## src/rtl/keymap_pkg.sv

```systemverilog
// Shared definitions for the keyboard key-mapping stage.
// Covers channel modes, repeat FSM states and PS/2 set-2 scan codes as {extend, code}.
package keymap_pkg;

    localparam int CODE_W = 9;

    localparam logic [1:0] MODE_LEVEL  = 2'd0;
    localparam logic [1:0] MODE_PULSE  = 2'd1;
    localparam logic [1:0] MODE_REPEAT = 2'd2;
    localparam logic [1:0] MODE_TOGGLE = 2'd3;

    typedef enum logic [1:0] {
        ST_IDLE  = 2'd0,
        ST_DELAY = 2'd1,
        ST_RATE  = 2'd2
    } rpt_state_t;

    localparam logic [CODE_W-1:0] KEY_W     = 9'h01D;
    localparam logic [CODE_W-1:0] KEY_A     = 9'h01C;
    localparam logic [CODE_W-1:0] KEY_D     = 9'h023;
    localparam logic [CODE_W-1:0] KEY_ENTER = 9'h05A;
    localparam logic [CODE_W-1:0] KEY_UP    = 9'h175;
    localparam logic [CODE_W-1:0] KEY_DOWN  = 9'h172;
    localparam logic [CODE_W-1:0] KEY_LEFT  = 9'h16B;
    localparam logic [CODE_W-1:0] KEY_RIGHT = 9'h174;

    function automatic int max_int(input int a, input int b);
        return (a > b) ? a : b;
    endfunction

endpackage

```

## src/rtl/keymap_channel_ctrl_if.sv

```systemverilog
// Decoded keyboard event bus: one make/break event per valid cycle.
interface keymap_channel_ctrl_if;
    import keymap_pkg::*;

    logic              evt_valid;
    logic [CODE_W-1:0] evt_code;
    logic              evt_break;

    modport master (output evt_valid, output evt_code, output evt_break);
    modport slave  (input  evt_valid, input  evt_code, input  evt_break);
endinterface

```

## src/rtl/keymap_channel.sv

```systemverilog
// One key-mapping channel: scan-code compare, held bit and the mode-specific output.
// Repeat mode runs an IDLE/DELAY/RATE countdown that emits the auto-repeat pulses.
module keymap_channel
    import keymap_pkg::*;
#(
    parameter logic [CODE_W-1:0] KEY_CODE  = KEY_W,
    parameter logic [1:0]        MODE      = MODE_LEVEL,
    parameter int                DELAY_CYC = 50_000_000,
    parameter int                RATE_CYC  = 10_000_000,
    parameter int                CNT_W     = $clog2(max_int(DELAY_CYC, RATE_CYC) + 1)
) (
    input  logic              clk,
    input  logic              rst_n,
    input  logic              evt_valid,
    input  logic [CODE_W-1:0] evt_code,
    input  logic              evt_break,
    input  logic              flush,
    output logic              key_out,
    output logic              key_held,
    output logic              match
);

    // Loads are one less than the period because the pulse fires on the cycle the count is 0.
    localparam logic [CNT_W-1:0] DELAY_LOAD = CNT_W'(DELAY_CYC - 1);
    localparam logic [CNT_W-1:0] RATE_LOAD  = CNT_W'(RATE_CYC - 1);

    logic             make_acc;
    logic             brk_acc;
    logic             rpt_pulse;
    logic             held_d;
    logic             out_d;
    rpt_state_t       state_q, state_d;
    logic [CNT_W-1:0] cnt_q, cnt_d;

    assign match    = evt_valid && (evt_code == KEY_CODE) && !flush;
    assign make_acc = match && !evt_break && !key_held;
    assign brk_acc  = match &&  evt_break &&  key_held;

    always_comb begin
        state_d   = state_q;
        cnt_d     = cnt_q;
        rpt_pulse = 1'b0;
        if (flush || brk_acc) begin
            state_d = ST_IDLE;
            cnt_d   = '0;
        end else begin
            case (state_q)
                ST_IDLE: begin
                    if (make_acc && (MODE == MODE_REPEAT)) begin
                        rpt_pulse = 1'b1;
                        state_d   = ST_DELAY;
                        cnt_d     = DELAY_LOAD;
                    end
                end
                ST_DELAY, ST_RATE: begin
                    if (cnt_q == '0) begin
                        rpt_pulse = 1'b1;
                        state_d   = ST_RATE;
                        cnt_d     = RATE_LOAD;
                    end else begin
                        cnt_d = cnt_q - CNT_W'(1);
                    end
                end
                default: begin
                    state_d = ST_IDLE;
                    cnt_d   = '0;
                end
            endcase
        end
    end

    always_comb begin
        held_d = key_held;
        out_d  = key_out;
        if (flush) begin
            held_d = 1'b0;
            out_d  = 1'b0;
        end else begin
            if (make_acc) begin
                held_d = 1'b1;
            end else if (brk_acc) begin
                held_d = 1'b0;
            end
            case (MODE)
                MODE_LEVEL:  out_d = held_d;
                MODE_PULSE:  out_d = make_acc;
                MODE_REPEAT: out_d = rpt_pulse;
                default:     out_d = key_out ^ make_acc;
            endcase
        end
    end

    // Registered outputs: every response appears the cycle after the event.
    always_ff @(posedge clk or negedge rst_n) begin
        if (!rst_n) begin
            state_q  <= ST_IDLE;
            cnt_q    <= '0;
            key_held <= 1'b0;
            key_out  <= 1'b0;
        end else begin
            state_q  <= state_d;
            cnt_q    <= cnt_d;
            key_held <= held_d;
            key_out  <= out_d;
        end
    end

endmodule

```

## src/rtl/keymap_channel_ctrl.sv

```systemverilog
// Key-mapping stage between the PS/2 decoder and game logic: NUM_KEYS independent channels,
// each matching one configurable scan code and driving its output in its own mode.
module keymap_channel_ctrl
    import keymap_pkg::*;
#(
    parameter int                         NUM_KEYS  = 4,
    parameter logic [NUM_KEYS*CODE_W-1:0] KEY_CODES = {9'h05A, 9'h023, 9'h01C, 9'h01D},
    parameter logic [NUM_KEYS*2-1:0]      KEY_MODES = {2'd1, 2'd0, 2'd0, 2'd0},
    parameter int                         DELAY_CYC = 50_000_000,
    parameter int                         RATE_CYC  = 10_000_000,
    parameter int                         CNT_W     = $clog2(max_int(DELAY_CYC, RATE_CYC) + 1)
) (
    input  logic                  clk,
    input  logic                  rst_n,
    keymap_channel_ctrl_if.slave  evt,
    input  logic                  flush,
    output logic [NUM_KEYS-1:0]   key_out,
    output logic [NUM_KEYS-1:0]   key_held,
    output logic                  evt_hit
);

    logic [NUM_KEYS-1:0] match_bits;

    for (genvar i = 0; i < NUM_KEYS; i++) begin : g_ch
        keymap_channel #(
            .KEY_CODE  (KEY_CODES[CODE_W*i +: CODE_W]),
            .MODE      (KEY_MODES[2*i +: 2]),
            .DELAY_CYC (DELAY_CYC),
            .RATE_CYC  (RATE_CYC),
            .CNT_W     (CNT_W)
        ) u_ch (
            .clk       (clk),
            .rst_n     (rst_n),
            .evt_valid (evt.evt_valid),
            .evt_code  (evt.evt_code),
            .evt_break (evt.evt_break),
            .flush     (flush),
            .key_out   (key_out[i]),
            .key_held  (key_held[i]),
            .match     (match_bits[i])
        );
    end

    // Match bits are already masked by flush, so a discarded event never reports a hit.
    always_ff @(posedge clk or negedge rst_n) begin
        if (!rst_n) begin
            evt_hit <= 1'b0;
        end else begin
            evt_hit <= |match_bits;
        end
    end

endmodule

```

## src/flat_wrapper.sv

```systemverilog
// flat-port wrapper written by rule: the top's interface ports become plain ports
module keymap_channel_ctrl_flat import keymap_pkg::*;
#(
    parameter int                         NUM_KEYS  = 4,
    parameter logic [NUM_KEYS*CODE_W-1:0] KEY_CODES = {9'h05A, 9'h023, 9'h01C, 9'h01D},
    parameter logic [NUM_KEYS*2-1:0]      KEY_MODES = {2'd1, 2'd0, 2'd0, 2'd0},
    parameter int                         DELAY_CYC = 50_000_000,
    parameter int                         RATE_CYC  = 10_000_000,
    parameter int                         CNT_W     = $clog2(max_int(DELAY_CYC, RATE_CYC) + 1)
)
  (clk, rst_n, flush, key_out, key_held, evt_hit, evt_evt_valid, evt_evt_code, evt_evt_break);
  keymap_channel_ctrl_if evt_i ();
  input  logic clk;
  input  logic rst_n;
  input  logic flush;
  output logic [NUM_KEYS-1:0] key_out;
  output logic [NUM_KEYS-1:0] key_held;
  output logic evt_hit;
  input wire logic [$bits(evt_i.evt_valid)-1:0] evt_evt_valid;
  input wire logic [$bits(evt_i.evt_code)-1:0] evt_evt_code;
  input wire logic [$bits(evt_i.evt_break)-1:0] evt_evt_break;
  assign evt_i.evt_valid = evt_evt_valid;
  assign evt_i.evt_code = evt_evt_code;
  assign evt_i.evt_break = evt_evt_break;
  keymap_channel_ctrl #(.NUM_KEYS(NUM_KEYS), .KEY_CODES(KEY_CODES), .KEY_MODES(KEY_MODES), .DELAY_CYC(DELAY_CYC), .RATE_CYC(RATE_CYC), .CNT_W(CNT_W)) u_core (.clk(clk), .rst_n(rst_n), .evt(evt_i), .flush(flush), .key_out(key_out), .key_held(key_held), .evt_hit(evt_hit));
endmodule
```

## config.mk

```make
export PLATFORM = sky130hd
export DESIGN_NAME = keymap_channel_ctrl_flat
export DESIGN_NICKNAME = d
export VERILOG_FILES = /design/src/rtl/keymap_pkg.sv /design/src/rtl/keymap_channel_ctrl_if.sv /design/src/rtl/keymap_channel.sv /design/src/rtl/keymap_channel_ctrl.sv /design/src/flat_wrapper.sv
export SDC_FILE = /design/constraint.sdc
export NUM_CORES = 1
export LEC_CHECK = 0
export BUFFER_PORTS_ARGS = -buffer_cell sky130_fd_sc_hd__clkbuf_2
export CAP_MARGIN = 5
export CORE_MARGIN = 10
export CORE_UTILIZATION = 33
export DETAILED_ROUTE_END_ITERATION = 16
export SETUP_SLACK_MARGIN = 0.05
export SYNTH_ARGS = -nofsm -noshare
export SYNTH_HDL_FRONTEND = slang
export SYNTH_HIERARCHICAL = 1
export SYNTH_SLANG_ARGS = --single-unit
export TNS_END_PERCENT = 20
```

## constraint.sdc

```tcl
create_clock -name clk -period 3 [get_ports clk]
set_clock_uncertainty 0.2 [all_clocks]
set_input_delay 0.15 -clock clk [delete_from_list [all_inputs] [get_ports clk]]
set_output_delay 0.15 -clock clk [all_outputs]
set_load 0.05 [all_outputs]
```

==> flow_metrics.py <==
metrics = {
    "status": {
        "run_status": "finished clean",
    },
    "global_route": {
        "grt_pass1_vias": 417,
        "grt.overflow.total": 0,
        "grt_antenna_before_repair": 0,
        "grt_start_max_net_pins": 14,
        "grt_util_all_layers_pct": 7.18,
        "grt_pass1_wl_mm": 1.77,
    },
    "sta": {
        "finalMaxSlewViolations": 0,
        "rsz0062_at_grt": "no",
        "slew_headroom_pct": 81.3,
        "final-setup-viol-count": 0,
        "worst_slack_ps": 1320,
        "holdWs_ps": 49.9,
        "period_needed_ps": 1680,
        "tightest_slew_ps": 281,
        "layout_worst_path_cycle_share_pct": 55.9,
        "setup_tns_ps": 0,
        "timing.fmax_mhz": 596,
        "hold_viol_final": 0,
    },
    "worst_setup_path": {
        "crit_path_end_kind": "register",
        "crit_fanout": 4,
        "worstRegToRegCells": 2,
        "reg2reg_from": "u_core/g_ch[2].u_ch/key_held",
        "required_ps": 2920,
        "r2r_setup_slack_ps": 1880,
        "path_class": "primary input to register",
        "critPathLaunchType": "primary input",
        "arrival_ps": 1600,
        "timing.rr.end": "u_core/g_ch[2].u_ch/key_held",
    },
    "floorplanning": {
        "ios": 23,
        "die_height_um": 56.3,
        "die_area_um2": 3170,
        "fp-row-count": 13,
        "floorplan.initialDensity_pct": 34.3,
        "die_x_um": 56.3,
        "core_um2": 1270,
    },
    "cts": {
        "clkTransAtPathRegs_ps": 50,
        "htreeDepth": 1,
        "cts_made_buffers": 3,
        "cts_max_path_buffers": 2,
        "postCtsSetupRepairBufs": 0,
        "root_buffer": "clkbuf_4",
        "tritoncts": "done",
        "cts.sinks": 6,
        "insertion_delay_ps": 240,
    },
    "logic_synthesis": {
        "synth.net_count": 53,
        "synth_xor_area_share_pct": 0,
        "seq_area_frac_synth_pct": 34.5,
        "yosysWarnings": 6,
        "yosys-top-cells-count": "nor2_1, dfrtp_1, nor2b_1",
        "yosysTopAreaCell": "dfrtp_1",
        "synth-main-ff-cell": "dfrtp_1",
        "synth_cell_types": 18,
        "synth_area_um2": 435,
        "ys_seq_elements": 6,
        "synthCells": 39,
        "synth_area_per_cell_um2": 11.2,
        "synth-adder-area-share_pct": 0,
        "synth-async-reset-ratio_pct": 100,
        "synthTopCellsByArea": "dfrtp_1, nor2b_1, mux2_4",
        "synth_compound_area_share_pct": 0,
        "synth_top_family_by_area": "simple AND/OR/NAND/NOR gates",
        "synth.most_common_cell": "nor2_1",
        "yosys.area_share.simple_pct": 48.3,
        "synthMuxAreaShare_pct": 12.1,
        "synth_edf_count": 0,
        "yosys.area.top_type_share_pct": 34.5,
    },
    "placement": {
        "place_ws_ps": 1080,
        "gp_congestion": 0.644,
        "place_hpwl_um": 911,
        "io_buffers": 22,
    },
    "power_and_ir_drop": {
        "p_switching_uw": 42.3,
        "power.total_uw": 181,
        "power_frac_comb_pct": 14.7,
        "ir_drop_v": 0.000126,
        "p_leak_nw": 0.313,
        "pwr-share-seq_pct": 44.8,
        "p_sw_share_pct": 23.3,
        "p_int_uw": 139,
        "p_per_area_nw_per_um2": 310,
        "p_clk_share_pct": 40.5,
    },
    "final_layout": {
        "seq_area_um2": 150,
        "final_core_util_pct": 46.1,
        "nets": 79,
        "multi_input_area_um2": 263,
        "layout-drive-gt1-share_pct": 52.4,
        "antenna_cells": 0,
        "areaGrowthSynthToFinish_pct": 34.2,
        "fill_cells": 128,
    },
    "routing": {
        "via_count": 380,
        "ant_nets": 0,
        "routed_wirelength_mm": 1.04,
        "avgViaCountPerCell": 4.87,
        "wl_per_cell_um": 13.3,
        "first_pass_iters": 3,
        "drcViolationCount": 0,
        "drtIter0Drc": 4,
    },
    "min_path": {
        "min_path_type": "primary input to register",
        "min_from": "evt_evt_code[1]",
        "min_to": "u_core/g_ch[3].u_ch/key_out",
        "hold_path_depth": 3,
    },
    "job": {
        "drv_cap": 0,
    },
}
==> registers in the layout (all words and copies together) (netlist names) <==
name / count
u_core/g_ch.u_ch/key_held: 4
u_core/g_ch.u_ch/key_out: 1
u_core/evt_hit: 1
==> how the worst max path moves through the flow <==
stage,end,cells after the start,slack [ps],from
after floorplan,u_core/g_ch[1].u_ch/key_held,3,1230,evt_evt_code[7]
after global placement,u_core/g_ch[1].u_ch/key_held,4,1100,evt_evt_code[7]
after detailed placement,u_core/g_ch[1].u_ch/key_held,4,1080,evt_evt_code[7]
after CTS,u_core/g_ch[1].u_ch/key_held,4,1330,evt_evt_code[7]
after global routing,u_core/g_ch[1].u_ch/key_held,4,1300,evt_evt_code[7]
final,u_core/g_ch[1].u_ch/key_held,4,1320,evt_evt_code[7]
==> critical path: stages <==
cell	delay (ps)
clkbuf_2	110
or4b_1	520
or4_4	510
mux2_4	310
==> power groups by stage <==
stage / registers (mW) / logic, mW / clock network [mW]
3_3_place_gp: 0.0825 / 0.0248 / 0
3_5_place_dp: 0.0825 / 0.0248 / 0
2_1_floorplan: 0.0828 / 0.00661 / 0
6_report: 0.0813 / 0.0267 / 0.0734
5_1_grt: 0.0811 / 0.0295 / 0.0823
4_1_cts: 0.0813 / 0.0269 / 0.0770
==> per-layer routing <==
layer  wire [um]  vias up  track usage (%)
met5           0        -                0
met4           0        0             8.25
met1         465      166             6.94
li1            -      198                -
met3          90        0             3.15
met2         480       16             10.5
==> stage by stage <==
stage	area, um2	instances
floorplan	435	39
global placement	542	73
detailed placement	542	73
CTS	584	78
global route	584	78
finish	584	78
==> layout by cell type (no fill, tap or decap) <==
master         count
nor4_2             1
mux2_4             2
nand4bb_1          1
or4_1              1
dlygate4sd3_1      2
clkbuf_4           3
or4b_1             1
dfrtp_1            6
nor4b_2            2
nand4b_2           1
nand4b_1           2
nor2_1             7
mux2_1             1
nor2b_1            5
nor4_1             1
and4bb_1           2
mux2_2             1
clkbuf_2          22
nand4_1            1
or4_4              1
==> timing repair <==
item                       4_1_cts  5_1_grt
resized for setup                0        0
hold endpoints to repair         7        0
setup endpoints to repair        0        0
hold buffers                     2        0
==> logic make-up (layout without fill, tap and decap cells) <==
group         after synthesis  after routing
flops                       6              6
mux                         4              4
buf+inv                     3             27
simple gates               26             26
==> final cells by class <==
cell class                      instances  share of cell area (%)
Tap cell                               15                    3.21
Timing Repair Buffer                   24                    22.3
Clock buffer                            3                    3.85
Multi-Input combinational cell         30                    45.0
Sequential cell                         6                    25.7
No activity file was read; power rests on OpenSTA's default activity.
